`src/rtl/display_driver_7seg_if.sv`:
```
// display_driver_7seg_if
//   Groups the request/result signals of the 7-segment display driver.
//   master : drives VALUE, LOAD, MODE, BLANK_LZ; observes HEX, BUSY, DONE, OVF
//   slave  : the driver itself (inverse directions)
//   VALUE    [WIDTH]        unsigned binary value to display
//   LOAD                    single-cycle capture request
//   MODE                    0 = hexadecimal, 1 = decimal
//   BLANK_LZ                1 = blank leading zero digits
//   HEX      [7*NUM_DIGITS] active-low segments, digit k at [7k+6:7k]
//   BUSY / DONE / OVF       conversion status
interface display_driver_7seg_if #(
  parameter int NUM_DIGITS = 3,
  parameter int WIDTH      = 12
);
  logic [WIDTH-1:0]        VALUE;
  logic                    LOAD;
  logic                    MODE;
  logic                    BLANK_LZ;
  logic [7*NUM_DIGITS-1:0] HEX;
  logic                    BUSY;
  logic                    DONE;
  logic                    OVF;

  modport master (
    output VALUE, LOAD, MODE, BLANK_LZ,
    input  HEX, BUSY, DONE, OVF
  );

  modport slave (
    input  VALUE, LOAD, MODE, BLANK_LZ,
    output HEX, BUSY, DONE, OVF
  );
endinterface

```
`src/rtl/display_driver_7seg.sv`:
```
// display_driver_7seg
//   Converts a binary value to NUM_DIGITS active-low 7-segment digits, either
//   directly as hex nibbles (1-cycle latency) or through a bit-serial
//   double-dabble conversion to decimal (WIDTH+1 cycles latency).
//   CLK   : system clock, rising edge
//   RST_n : asynchronous active-low reset
//   bus   : display_driver_7seg_if.slave (VALUE/LOAD/MODE/BLANK_LZ in,
//           HEX/BUSY/DONE/OVF out, all outputs registered)
module display_driver_7seg #(
  parameter int NUM_DIGITS = 3,
  parameter int WIDTH      = 12
) (
  input logic                  CLK,
  input logic                  RST_n,
  display_driver_7seg_if.slave bus
);

  localparam int BCD_W = 4 * NUM_DIGITS;
  localparam int HEX_W = 7 * NUM_DIGITS;
  localparam int CNT_W = $clog2(WIDTH + 1);
  localparam logic [63:0] DEC_LIMIT = 64'(10 ** NUM_DIGITS);

  typedef enum logic [1:0] {IDLE, CONVERT, UPDATE} state_e;

  state_e             state_q, state_d;
  logic [WIDTH-1:0]   value_q, value_d;
  logic [WIDTH-1:0]   shift_q, shift_d;
  logic [BCD_W-1:0]   bcd_q, bcd_d;
  logic [CNT_W-1:0]   cnt_q, cnt_d;
  logic               mode_q, mode_d;
  logic               blank_q, blank_d;
  logic [HEX_W-1:0]   hex_q, hex_d;
  logic               ovf_q, ovf_d;
  logic               busy_q, busy_d;
  logic               done_q, done_d;

  logic [BCD_W-1:0]   bcd_adj;
  logic [BCD_W-1:0]   src;
  logic [HEX_W-1:0]   hex_render;
  logic               ovf_calc;
  logic               lz;

  function automatic logic [6:0] seg_encode(input logic [3:0] n);
    case (n)
      4'h0: seg_encode = 7'h40;
      4'h1: seg_encode = 7'h79;
      4'h2: seg_encode = 7'h24;
      4'h3: seg_encode = 7'h30;
      4'h4: seg_encode = 7'h19;
      4'h5: seg_encode = 7'h12;
      4'h6: seg_encode = 7'h02;
      4'h7: seg_encode = 7'h78;
      4'h8: seg_encode = 7'h00;
      4'h9: seg_encode = 7'h10;
      4'hA: seg_encode = 7'h08;
      4'hB: seg_encode = 7'h03;
      4'hC: seg_encode = 7'h46;
      4'hD: seg_encode = 7'h21;
      4'hE: seg_encode = 7'h06;
      default: seg_encode = 7'h0E;
    endcase
  endfunction

  // Double-dabble add-3 correction applied before each shift.
  always_comb begin
    bcd_adj = bcd_q;
    for (int k = 0; k < NUM_DIGITS; k++) begin
      if (bcd_q[4*k +: 4] >= 4'd5) bcd_adj[4*k +: 4] = bcd_q[4*k +: 4] + 4'd3;
    end
  end

  // Overflow and digit rendering from the latched request. The leading-zero
  // flag walks down from the top digit and clears at the first nonzero one.
  always_comb begin
    ovf_calc   = mode_q ? (64'(value_q) >= DEC_LIMIT)
                        : ((64'(value_q) >> BCD_W) != 64'd0);
    src        = mode_q ? bcd_q : BCD_W'(value_q);
    hex_render = '0;
    lz         = 1'b1;
    for (int k = NUM_DIGITS - 1; k >= 0; k--) begin
      if (src[4*k +: 4] != 4'd0) lz = 1'b0;
      if (ovf_calc)                   hex_render[7*k +: 7] = 7'h3F;
      else if (blank_q && lz && k != 0) hex_render[7*k +: 7] = 7'h7F;
      else                            hex_render[7*k +: 7] = seg_encode(src[4*k +: 4]);
    end
  end

  always_comb begin
    state_d = state_q;
    value_d = value_q;
    shift_d = shift_q;
    bcd_d   = bcd_q;
    cnt_d   = cnt_q;
    mode_d  = mode_q;
    blank_d = blank_q;
    hex_d   = hex_q;
    ovf_d   = ovf_q;
    done_d  = 1'b0;
    case (state_q)
      IDLE: begin
        if (bus.LOAD) begin
          value_d = bus.VALUE;
          shift_d = bus.VALUE;
          mode_d  = bus.MODE;
          blank_d = bus.BLANK_LZ;
          bcd_d   = '0;
          cnt_d   = '0;
          state_d = bus.MODE ? CONVERT : UPDATE;
        end
      end
      CONVERT: begin
        // Bits shifted out of the top of the BCD register are dropped;
        // such values are flagged by the overflow compare instead.
        bcd_d   = {bcd_adj[BCD_W-2:0], shift_q[WIDTH-1]};
        shift_d = {shift_q[WIDTH-2:0], 1'b0};
        cnt_d   = cnt_q + CNT_W'(1);
        if (cnt_q == CNT_W'(WIDTH - 1)) state_d = UPDATE;
      end
      UPDATE: begin
        hex_d   = hex_render;
        ovf_d   = ovf_calc;
        done_d  = 1'b1;
        state_d = IDLE;
      end
      default: state_d = IDLE;
    endcase
    busy_d = (state_d == CONVERT);
  end

  always_ff @(posedge CLK or negedge RST_n) begin
    if (!RST_n) begin
      state_q <= IDLE;
      value_q <= '0;
      shift_q <= '0;
      bcd_q   <= '0;
      cnt_q   <= '0;
      mode_q  <= 1'b0;
      blank_q <= 1'b0;
      hex_q   <= {NUM_DIGITS{7'h40}};
      ovf_q   <= 1'b0;
      busy_q  <= 1'b0;
      done_q  <= 1'b0;
    end else begin
      state_q <= state_d;
      value_q <= value_d;
      shift_q <= shift_d;
      bcd_q   <= bcd_d;
      cnt_q   <= cnt_d;
      mode_q  <= mode_d;
      blank_q <= blank_d;
      hex_q   <= hex_d;
      ovf_q   <= ovf_d;
      busy_q  <= busy_d;
      done_q  <= done_d;
    end
  end

  assign bus.HEX  = hex_q;
  assign bus.OVF  = ovf_q;
  assign bus.BUSY = busy_q;
  assign bus.DONE = done_q;

endmodule

```
`src/flat_wrapper.sv`:
```
// flat-port wrapper written by rule: the top's interface ports become plain ports
module display_driver_7seg_flat 
#(
  parameter int NUM_DIGITS = 3,
  parameter int WIDTH      = 12
)
  (CLK, RST_n, bus_VALUE, bus_LOAD, bus_MODE, bus_BLANK_LZ, bus_HEX, bus_BUSY, bus_DONE, bus_OVF);
  display_driver_7seg_if #(.NUM_DIGITS(NUM_DIGITS), .WIDTH(WIDTH)) bus_i ();
  input logic CLK;
  input logic RST_n;
  input wire logic [$bits(bus_i.VALUE)-1:0] bus_VALUE;
  input wire logic [$bits(bus_i.LOAD)-1:0] bus_LOAD;
  input wire logic [$bits(bus_i.MODE)-1:0] bus_MODE;
  input wire logic [$bits(bus_i.BLANK_LZ)-1:0] bus_BLANK_LZ;
  output wire logic [$bits(bus_i.HEX)-1:0] bus_HEX;
  output wire logic [$bits(bus_i.BUSY)-1:0] bus_BUSY;
  output wire logic [$bits(bus_i.DONE)-1:0] bus_DONE;
  output wire logic [$bits(bus_i.OVF)-1:0] bus_OVF;
  assign bus_i.VALUE = bus_VALUE;
  assign bus_i.LOAD = bus_LOAD;
  assign bus_i.MODE = bus_MODE;
  assign bus_i.BLANK_LZ = bus_BLANK_LZ;
  assign bus_HEX = bus_i.HEX;
  assign bus_BUSY = bus_i.BUSY;
  assign bus_DONE = bus_i.DONE;
  assign bus_OVF = bus_i.OVF;
  display_driver_7seg #(.NUM_DIGITS(NUM_DIGITS), .WIDTH(WIDTH)) u_core (.CLK(CLK), .RST_n(RST_n), .bus(bus_i));
endmodule
```
`config.mk`:
```
export PLATFORM = sky130hd
export DESIGN_NAME = display_driver_7seg_flat
export DESIGN_NICKNAME = d
export VERILOG_FILES = /design/src/rtl/display_driver_7seg_if.sv /design/src/rtl/display_driver_7seg.sv /design/src/flat_wrapper.sv
export SDC_FILE = /design/constraint.sdc
export NUM_CORES = 1
export LEC_CHECK = 0
export CAP_MARGIN = 20
export CORE_MARGIN = 4
export CORE_UTILIZATION = 50
export CTS_CLUSTER_SIZE = 25
export DETAILED_ROUTE_END_ITERATION = 8
export PLACE_DENSITY_LB_ADDON = 0.2
export SLEW_MARGIN = 10
export SYNTH_ARGS = -nofsm -noshare
export SYNTH_HDL_FRONTEND = slang
export SYNTH_SLANG_ARGS = --single-unit
```
`constraint.sdc`:
```
create_clock -name CLK -period 5.7 [get_ports CLK]
set_input_delay 0.855 -clock CLK [delete_from_list [all_inputs] [get_ports CLK]]
set_output_delay 0.855 -clock CLK [all_outputs]
set_load 0.005 [all_outputs]
```
==> results.ini, run 1 <==
[clock_tree]
h-tree-depth = 3
cts_max_path_buffers = 2
cts-hold-fix-buffers = 0
post_cts_resized = 0
clock_latency_ns = 0.34
post_cts_buffers = 0
clk_root_buffer_cell = clkbuf_8
clk_pin_slew_ns = 0.07
cts_made_buffers = 9
cts_tree = done
clkSinkCount = 68

[worst_setup_path]
crit_chain = mux2i_1 > inv_1 > ha_1 > mux4_2 > nor3_1 > o21ai_1
cp_slowest_cell = dfrtp_1
r2r_start = u_core.mode_q
cp-endpoint = u_core.bus.HEX[17]
critPathArrivalTime_ns = 3.23
reg2reg_to = u_core.bus.HEX[17]
crit_path_end_kind = register
worst_r2r_path_depth = 6
required_ns = 5.90
cp_max_fo = 23
crit_type = reg2reg
cp-start-kind = register
startpoint = u_core.mode_q
cp_slowest_stage_delay_ns = 1.05
r2r_slack_ns = 2.66

[floorplanning]
start_util_pct = 51.0
dieArea_um2 = 9320
fp-row-count = 32
die_y_um = 96.6
io_pins = 41
core_area_um2 = 7690
fp.dieW_um = 96.6

[sta]
rsz0062_at_grt = no
finalHoldViolations = 0
finalClockSkew_ns = 0.00760
final_max_slew_viol_count = 0
timing.final.crit_share_pct = 53.3
period_needed_ns = 3.04
finalSetupTns_ns = 0
slew_headroom_pct = 29.3
worst_slew_pin_slew_ns = 1.06
setup_ws_ns = 2.66
fmax_ghz = 0.329
setup_violations = 0

[place]
hpwlAfterDp_um = 5740
place_ws_ns = 2.69
place_congestion = 0.841
portBuffers = 40

[global_route]
grt_pass1_wl_um = 13600
grt_pass1_vias = 2840
grt_max_degree = 69
antenna_found_initial = 0
grt_overflow = 0
grt_use_total_pct = 18.9

[route]
routed_via_density = 5.55
drt-total-wl_um = 7930
routedWlPerCell_um = 14.4
dr_total_vias = 3050
final_antenna_net_count = 0
dr.pass1.iters = 6
post-route-drc-count = 0
drt-initial-drc-count = 118

[synthesis]
synthArstFlopShare_pct = 100
synth_nets = 452
ys_ff_latch = 68
synthFlopType = dfrtp_1
synth_edf_count = 0
netlist_area_um2 = 3920
synth.area.top_cells = dfrtp_1 (41%), ha_1 (8.6%), nand2_1 (7.8%)
syn_inst = 408
synth_top_area_cell = dfrtp_1
yosys_warnings = 0
synthTopCellsByCount = nand2_1 (82), dfrtp_1 (65), nor2_1 (29), ha_1 (27), inv_1 (18)
yosysMostFrequentCell = nand2_1
ys_seq_area_share_pct = 43.5
synth_top_area_share_pct = 41.5
avgSynthCellArea_um2 = 9.61
synthDistinctLibCells = 56

[pwr]
p_leak_nw = 2.06
total_power_w = 0.00271
pwr_density_cell_nw_per_um2 = 599
vdd_drop_max_mv = 0.328

[cells_and_area]
antennaDiodeCount = 0
layout-area-overhead-vs-synth_pct = 15.5
nets = 487
drive_gt1_share_pct = 9.60

[flow_run]
cap_viol_max_count = 0

[run_status]
status = completed

[min_path]
hp-class = reg2reg
hp-start = u_core.shift_q[10]

-- metal layers --
layer,global-route usage [%],part of all wire (%),vias to the layer above
met5,0,0,-
met4,7.59,2.0,0
met1,26.4,49,1453
met3,3.33,4.7,18
li1,-,-,1499
met2,29.0,44,80
-- worst max-delay path, delay by kind of cell (launching register included) --
kind	cells	cell delay (ns)
flops	1	1.05
buf+inv	1	0.19
simple gates	1	0.15
compound gates	1	0.08
mux	2	1.14
fa+ha+maj	1	0.29
-- stage by stage --
step                      std cells  hold slack (ns)  instance area [um^2]  utilization (%)
final                           550            0.478                  4530             58.9
after global routing            550            0.501                  4530             58.9
after CTS                       550            0.479                  4530             58.9
after detailed placement        534            0.462                  4360             56.7
after global placement          534            0.453                  4360             56.7
after floorplan                 408            0.439                  3920                -
-- where the power goes --
group          switching, W  internal [W]  total, W
sequential         0.000218      0.000710  0.000928
clock              0.000182      0.000169  0.000351
combinational      0.000748      0.000685   0.00143
-- cells in the final DEF, fill, tap and decap left out, drive strengths merged, types with 3 or more instances in the layout --
cell           instances
o31ai                  6
ha                    27
inv                   19
xnor2                  4
nor2                  29
dfrtp                 65
a32o                   3
mux2i                 20
clkbuf                12
a22o                   3
mux2                  10
o211ai                 4
buf                    4
nand2b                 6
clkinv                 3
nand2                 82
clkdlybuf4s50         39
o21ai                 17
a31oi                 17
nand3                 17
nor3b                  5
dfstp                  3
a22oi                  6
nor3                   7
a21oi                 13
-- cells by family after synthesis --
kind of cell | count (synthesis) | share of synthesized area (%)
simple gates | 155 | 17.3
compound gates | 81 | 14.2
flops | 68 | 43.5
buf+inv | 39 | 4.75
mux | 32 | 10.2
fa+ha+maj | 27 | 8.62
xor+xnor | 6 | 1.34
-- flip-flops by register name (all words and copies together) (netlist names) --
name,count
u_core.bus.BUSY,1
u_core.mode_q,1
u_core.value_q,12
u_core.shift_q,12
u_core.cnt_q,4
u_core.bus.OVF,1
u_core.bus.DONE,1
u_core.bus.HEX,21
u_core.blank_q,1
u_core.state_q,2
u_core.bcd_q,12
-- worst min-delay path by stage --
| stage | slack (ns) | depth (start not counted) | to |
|---|---|---|---|
| after floorplan | 0.44 | 2 | u_core.shift_q[10] |
| after global routing | 0.50 | 2 | u_core.shift_q[2] |
| final | 0.48 | 2 | u_core.shift_q[10] |
| after CTS | 0.48 | 2 | u_core.shift_q[10] |
| after detailed placement | 0.46 | 2 | u_core.shift_q[10] |
| after global placement | 0.45 | 2 | u_core.shift_q[10] |
-- layout make-up --
class	count	area, um^2
Multi-Input combinational cell	301	2030
Fill cell	693	3160
Tap cell	102	128
Timing Repair Buffer	43	418
Clock inverter	4	25.0
Clock buffer	12	145
Sequential cell	68	1710
Inverter	20	75.1
Note: power is estimated with default switching activity, not from simulation.
==> run 2, diff against run 1 <==
==> constraint.sdc (replaced) <==
create_clock -name CLK -period 2.6 [get_ports CLK]
set_input_delay 0.39 -clock CLK [delete_from_list [all_inputs] [get_ports CLK]]
set_output_delay 0.39 -clock CLK [all_outputs]
set_load 0.005 [all_outputs]
==> run 2 against run 1 <==
Against the previous run:
- cell count grew 2.7%
- non-clock buffer count grew 15
- via count grew 1.1%
- flip-flop and latch count is the same
- combinational power grew 140%
- critical endpoint is now u_core.bus.HEX[5]
- largest cell class unchanged
- highest routed layer unchanged
==> results.ini, run 2 (synthesized netlist as in run 1, its figures left out) <==
[run_status]
status = completed

[route]
wl_met2_um = 3700
dr_total_vias = 3085
routed_via_density = 5.46
drt-total-wl_um = 8080
met1_length_um = 3910
final_antenna_net_count = 0
post-route-drc-count = 0
drt-initial-drc-count = 88
dr.pass1.iters = 4
wl_met3_um = 351
routedWlPerCell_um = 14.3
dr.max_layer_used = met4

[clock_tree]
h-tree-depth = 3
clk_root_buffer_cell = clkbuf_8
cts_max_path_buffers = 2
post_cts_resized = 0
post_cts_buffers = 0
clkSinkCount = 68
clk_pin_slew_ns = 0.08
clock_latency_ns = 0.33
cts-hold-fix-buffers = 0
cts_tree = done
cts_made_buffers = 9

[place]
hpwlAfterDp_um = 6030
place_ws_ns = 0.398
place_congestion = 0.832
portBuffers = 40

[cells_and_area]
final_cell_mix = nand2_1 (82), dfrtp_1 (65), clkdlybuf4s50_1 (39)
nets = 502
drive_gt1_share_pct = 13.0
largest_reg_flops = 21
antennaDiodeCount = 0
final_common_cell = nand2_1
layout-area-overhead-vs-synth_pct = 18.6

[worst_setup_path]
crit_type = reg2reg
r2r_start = u_core.mode_q
cp-start-kind = register
required_ns = 2.82
cp_max_fo = 9
startpoint = u_core.mode_q
critPathArrivalTime_ns = 2.42
crit_path_end_kind = register

[floorplanning]
die_y_um = 96.6
fp-row-count = 32
dieArea_um2 = 9320
start_util_pct = 51.0
core_area_um2 = 7690
io_pins = 41
fp.dieW_um = 96.6

[sta]
final_max_slew_viol_count = 0
fmax_ghz = 0.455
setup_violations = 0
slew_headroom_pct = 60.5
setup_ws_ns = 0.403
worst_slew_pin_slew_ns = 0.592
finalClockSkew_ns = 0.00828
period_needed_ns = 2.20
rsz0062_at_grt = no
finalSetupTns_ns = 0
finalHoldViolations = 0
timing.final.crit_share_pct = 84.5

[pwr]
p_leak_nw = 2.14
total_power_w = 0.00613
vdd_drop_max_mv = 0.564
pwr_density_cell_nw_per_um2 = 1320

[global_route]
grt_use_total_pct = 19.2
grt_pass1_wl_um = 14100
grt_overflow = 0
grt_max_degree = 28
antenna_found_initial = 0
grt_pass1_vias = 2951

[flow_run]
cap_viol_max_count = 0

[min_path]
hp-class = in2async

## run 2: cell count changes in the layout (fill, tap and decap cells not counted)
cell / before / now
clkinv_2: 2 / 3
buf_4: 3 / 18
clkbuf_1: 2 / 0
clkinvlp_4: 2 / 1
clkinv_4: 0 / 2
## run 2: cell type report
class                      instances  area, um^2
fill                             663        3040
multi-input combinational        301        2030
sequential                        68        1710
timing repair buffer              58         531
clock buffer                      10         138
tap                              102         128
inverter                          20        75.1
clock inverter                     6        40.0
## run 2: power by group
group	switching (W)	leakage (nW)	internal (W)
logic	0.00173	1.21	0.00163
registers	0.000414	0.833	0.00156
clock network	0.000418	0.0920	0.000370
total	0.00257	2.14	0.00356
## run 2: metal layers
metal	GRT usage, %	up-vias
met5	0	-
met4	5.72	0
met3	3.41	10
met2	30.7	63
met1	26.7	1491
li1	-	1521
## run 2: per-stage QoR
| step | cell area (um^2) | hold WS (ns) | utilization (%) | std cells |
|---|---|---|---|---|
| after floorplan | 3920 | 0.0944 | - | 408 |
| after global placement | 4470 | 0.397 | 58.2 | 549 |
| after detailed placement | 4470 | 0.396 | 58.2 | 549 |
| after CTS | 4650 | 0.0323 | 60.5 | 565 |
| after global routing | 4650 | 0.0587 | 60.5 | 565 |
| final | 4650 | 0.0283 | 60.5 | 565 |
## run 2: critical path, cell delays in order, from the launching register on
cell     delay [ns]
dfrtp_1        0.55
buf_4          0.27
mux2i_1        0.27
buf_4          0.19
inv_1          0.06
ha_1           0.23
mux2i_1        0.14
nor2_1         0.05
o41a_1         0.31
## run 2: final timing paths
check                                      to  slack [ns]  cells after the start
setup / recovery            u_core.bus.HEX[5]        0.40                      8
hold / removal                 u_core.bus.OVF        0.03                      1
setup reg to reg            u_core.bus.HEX[5]        0.40                      8
hold reg to reg            u_core.shift_q[10]        0.48                      2
max in group asynchronous     u_core.bcd_q[0]        1.84                      2
min in group CLK           u_core.shift_q[10]        0.48                      2
==> run 3, diff against run 2 <==
==> constraint.sdc (replaced) <==
create_clock -name CLK -period 2.2 [get_ports CLK]
set_input_delay 0.33 -clock CLK [delete_from_list [all_inputs] [get_ports CLK]]
set_output_delay 0.33 -clock CLK [all_outputs]
set_load 0.005 [all_outputs]
==> run 3 against run 2 <==
Against the previous run:
- clock-buffer cell count up 2
- maximum frequency up 7.4%
- highest routed layer unchanged
- final area up 1.2%
- hold slack better by 0.44 ns
- non-clock buffer count unchanged
- clock power up 28%
- power up 21%
==> results.ini, run 3 (synthesized netlist as in run 1, its figures left out) <==
[run_status]
status = completed

[sta]
finalHoldViolations = 0
slew_headroom_pct = 43.7
worst_slew_pin_slew_ns = 0.841
timing.final.crit_share_pct = 93.0
setup_violations = 0
final_max_slew_viol_count = 0
finalClockSkew_ns = 0.00675
period_needed_ns = 2.05
fmax_ghz = 0.489
hold_slack_ns = 0.473
finalSetupTns_ns = 0
setup_ws_ns = 0.155
rsz0062_at_grt = no

[worst_setup_path]
cp_max_fo = 14
crit_family = flip-flops
startpoint = u_core.mode_q
reg2reg_to = u_core.bus.HEX[5]
cp_slowest_stage_delay_ns = 0.45
r2r_slack_ns = 0.15
cp-start-kind = register
critPathBufInv = 3
crit_type = reg2reg
cpMostUsedCell = mux2i_1
critPathArrivalTime_ns = 2.26
worst_r2r_path_depth = 8
crit_path_end_kind = register
cp-endpoint = u_core.bus.HEX[5]
cp.depth = 8
required_ns = 2.41
cp_slowest_cell = dfrtp_2
crit_chain = buf_12 > mux2i_1 > buf_4 > inv_1 > ha_1 > mux2i_1 > nor2_1 > o41a_1
r2r_start = u_core.mode_q

[route]
drt-total-wl_um = 8080
dr_total_vias = 3027
post-route-drc-count = 0
final_antenna_net_count = 0
routedWlPerCell_um = 14.3
dr.pass1.iters = 4
drt-initial-drc-count = 79
routed_via_density = 5.36

[cells_and_area]
final_cell_mix = nand2_1 (82), dfrtp_1 (64), clkdlybuf4s50_1 (39)
drive_gt1_share_pct = 12.7
largest_reg_flops = 21
layout-area-overhead-vs-synth_pct = 20.1
nets = 502
fin_area_um2 = 4710
final_common_cell = nand2_1
antennaDiodeCount = 0
fillers = 691

[floorplanning]
fp.dieW_um = 96.6
fp-row-count = 32
start_util_pct = 51.0
io_pins = 41
dieArea_um2 = 9320
core_area_um2 = 7690
die_y_um = 96.6

[min_path]
hold_path_depth = 2
hp-class = reg2reg

[flow_run]
cap_viol_max_count = 0

[pwr]
p_leak_nw = 2.15
vdd_drop_max_mv = 0.635
total_power_w = 0.00740
pwr_density_cell_nw_per_um2 = 1570

[clock_tree]
cts_made_buffers = 9
cts_max_path_buffers = 2
clock_latency_ns = 0.33
clkSinkCount = 68
clk_root_buffer_cell = clkbuf_8
cts_tree = done
h-tree-depth = 3
clk_pin_slew_ns = 0.07

[place]
place_area_um2 = 4490
hpwlAfterDp_um = 5990
portBuffers = 40
place_ws_ns = 0.128
place_congestion = 0.864

[global_route]
grt_use_total_pct = 18.7
grt_pass1_vias = 2854
grt_max_degree = 47
antenna_found_initial = 0
grt_overflow = 0
grt_pass1_wl_um = 13700

run 3: cell types whose count changed in the layout (fill, tap and decap cells not counted), sizes merged:
cell         delta
clkbuf          +2
clkinv          -2
buf             -1
bufinv          +1
clkinvlp        -1
dlygate4sd3     +1
run 3: area by class of cell:
type / instances / area [um^2] / area share, %
Timing Repair Buffer: 58 / 558 / 11.9
Tap cell: 102 / 128 / 2.71
Sequential cell: 68 / 1710 / 36.2
Inverter: 20 / 75.1 / 1.59
Clock buffer: 12 / 145 / 3.08
Multi-Input combinational cell: 301 / 2050 / 43.5
Clock inverter: 4 / 48.8 / 1.04
run 3: per-layer routing:
metal	vias up	track usage, %	wire length, um
met1	1434	26.8	3970
met3	9	3.10	362
met5	-	0	0
met2	58	29.0	3650
li1	1526	-	-
met4	0	5.96	94
run 3: tightest hold or removal path: cells and delay by family, from the launching register on:
kind	cells	cell delay, ns
DFF	1	0.34
and+or+nand+nor	2	0.10
run 3: repair_timing:
item	4_1_cts	5_1_grt
resized for setup	0	2
hold buffers	1	0
hold endpoints to repair	19	0
endpoints found under the setup margin	0	4
setup buffers	0	0
run 3: worst min path at each step:
| stage | to | slack (ns) | startpoint |
|---|---|---|---|
| 2_1_floorplan | u_core.bcd_q[0] | 0.03 | RST_n |
| 3_3_place_gp | u_core.bus.HEX[19] | 0.33 | RST_n |
| 3_5_place_dp | u_core.bus.HEX[17] | 0.33 | RST_n |
| 4_1_cts | u_core.shift_q[6] | 0.47 | u_core.shift_q[6] |
| 5_1_grt | u_core.shift_q[11] | 0.50 | u_core.shift_q[11] |
| 6_report | u_core.shift_q[6] | 0.47 | u_core.shift_q[6] |
run 3: where the power goes:
group | switching [W] | leakage [nW] | internal (W)
Combinational | 0.00208 | 1.22 | 0.00197
Clock | 0.000457 | 0.100 | 0.000554
Sequential | 0.000492 | 0.832 | 0.00184
Total | 0.00303 | 2.15 | 0.00437
run 3: per-stage QoR:
| stage | instances | utilization, % |
|---|---|---|
| global placement | 548 | 58.5 |
| CTS | 565 | 61.1 |
| finish | 565 | 61.2 |
| global route | 565 | 61.2 |
| detailed placement | 548 | 58.5 |
| floorplan | 408 | - |
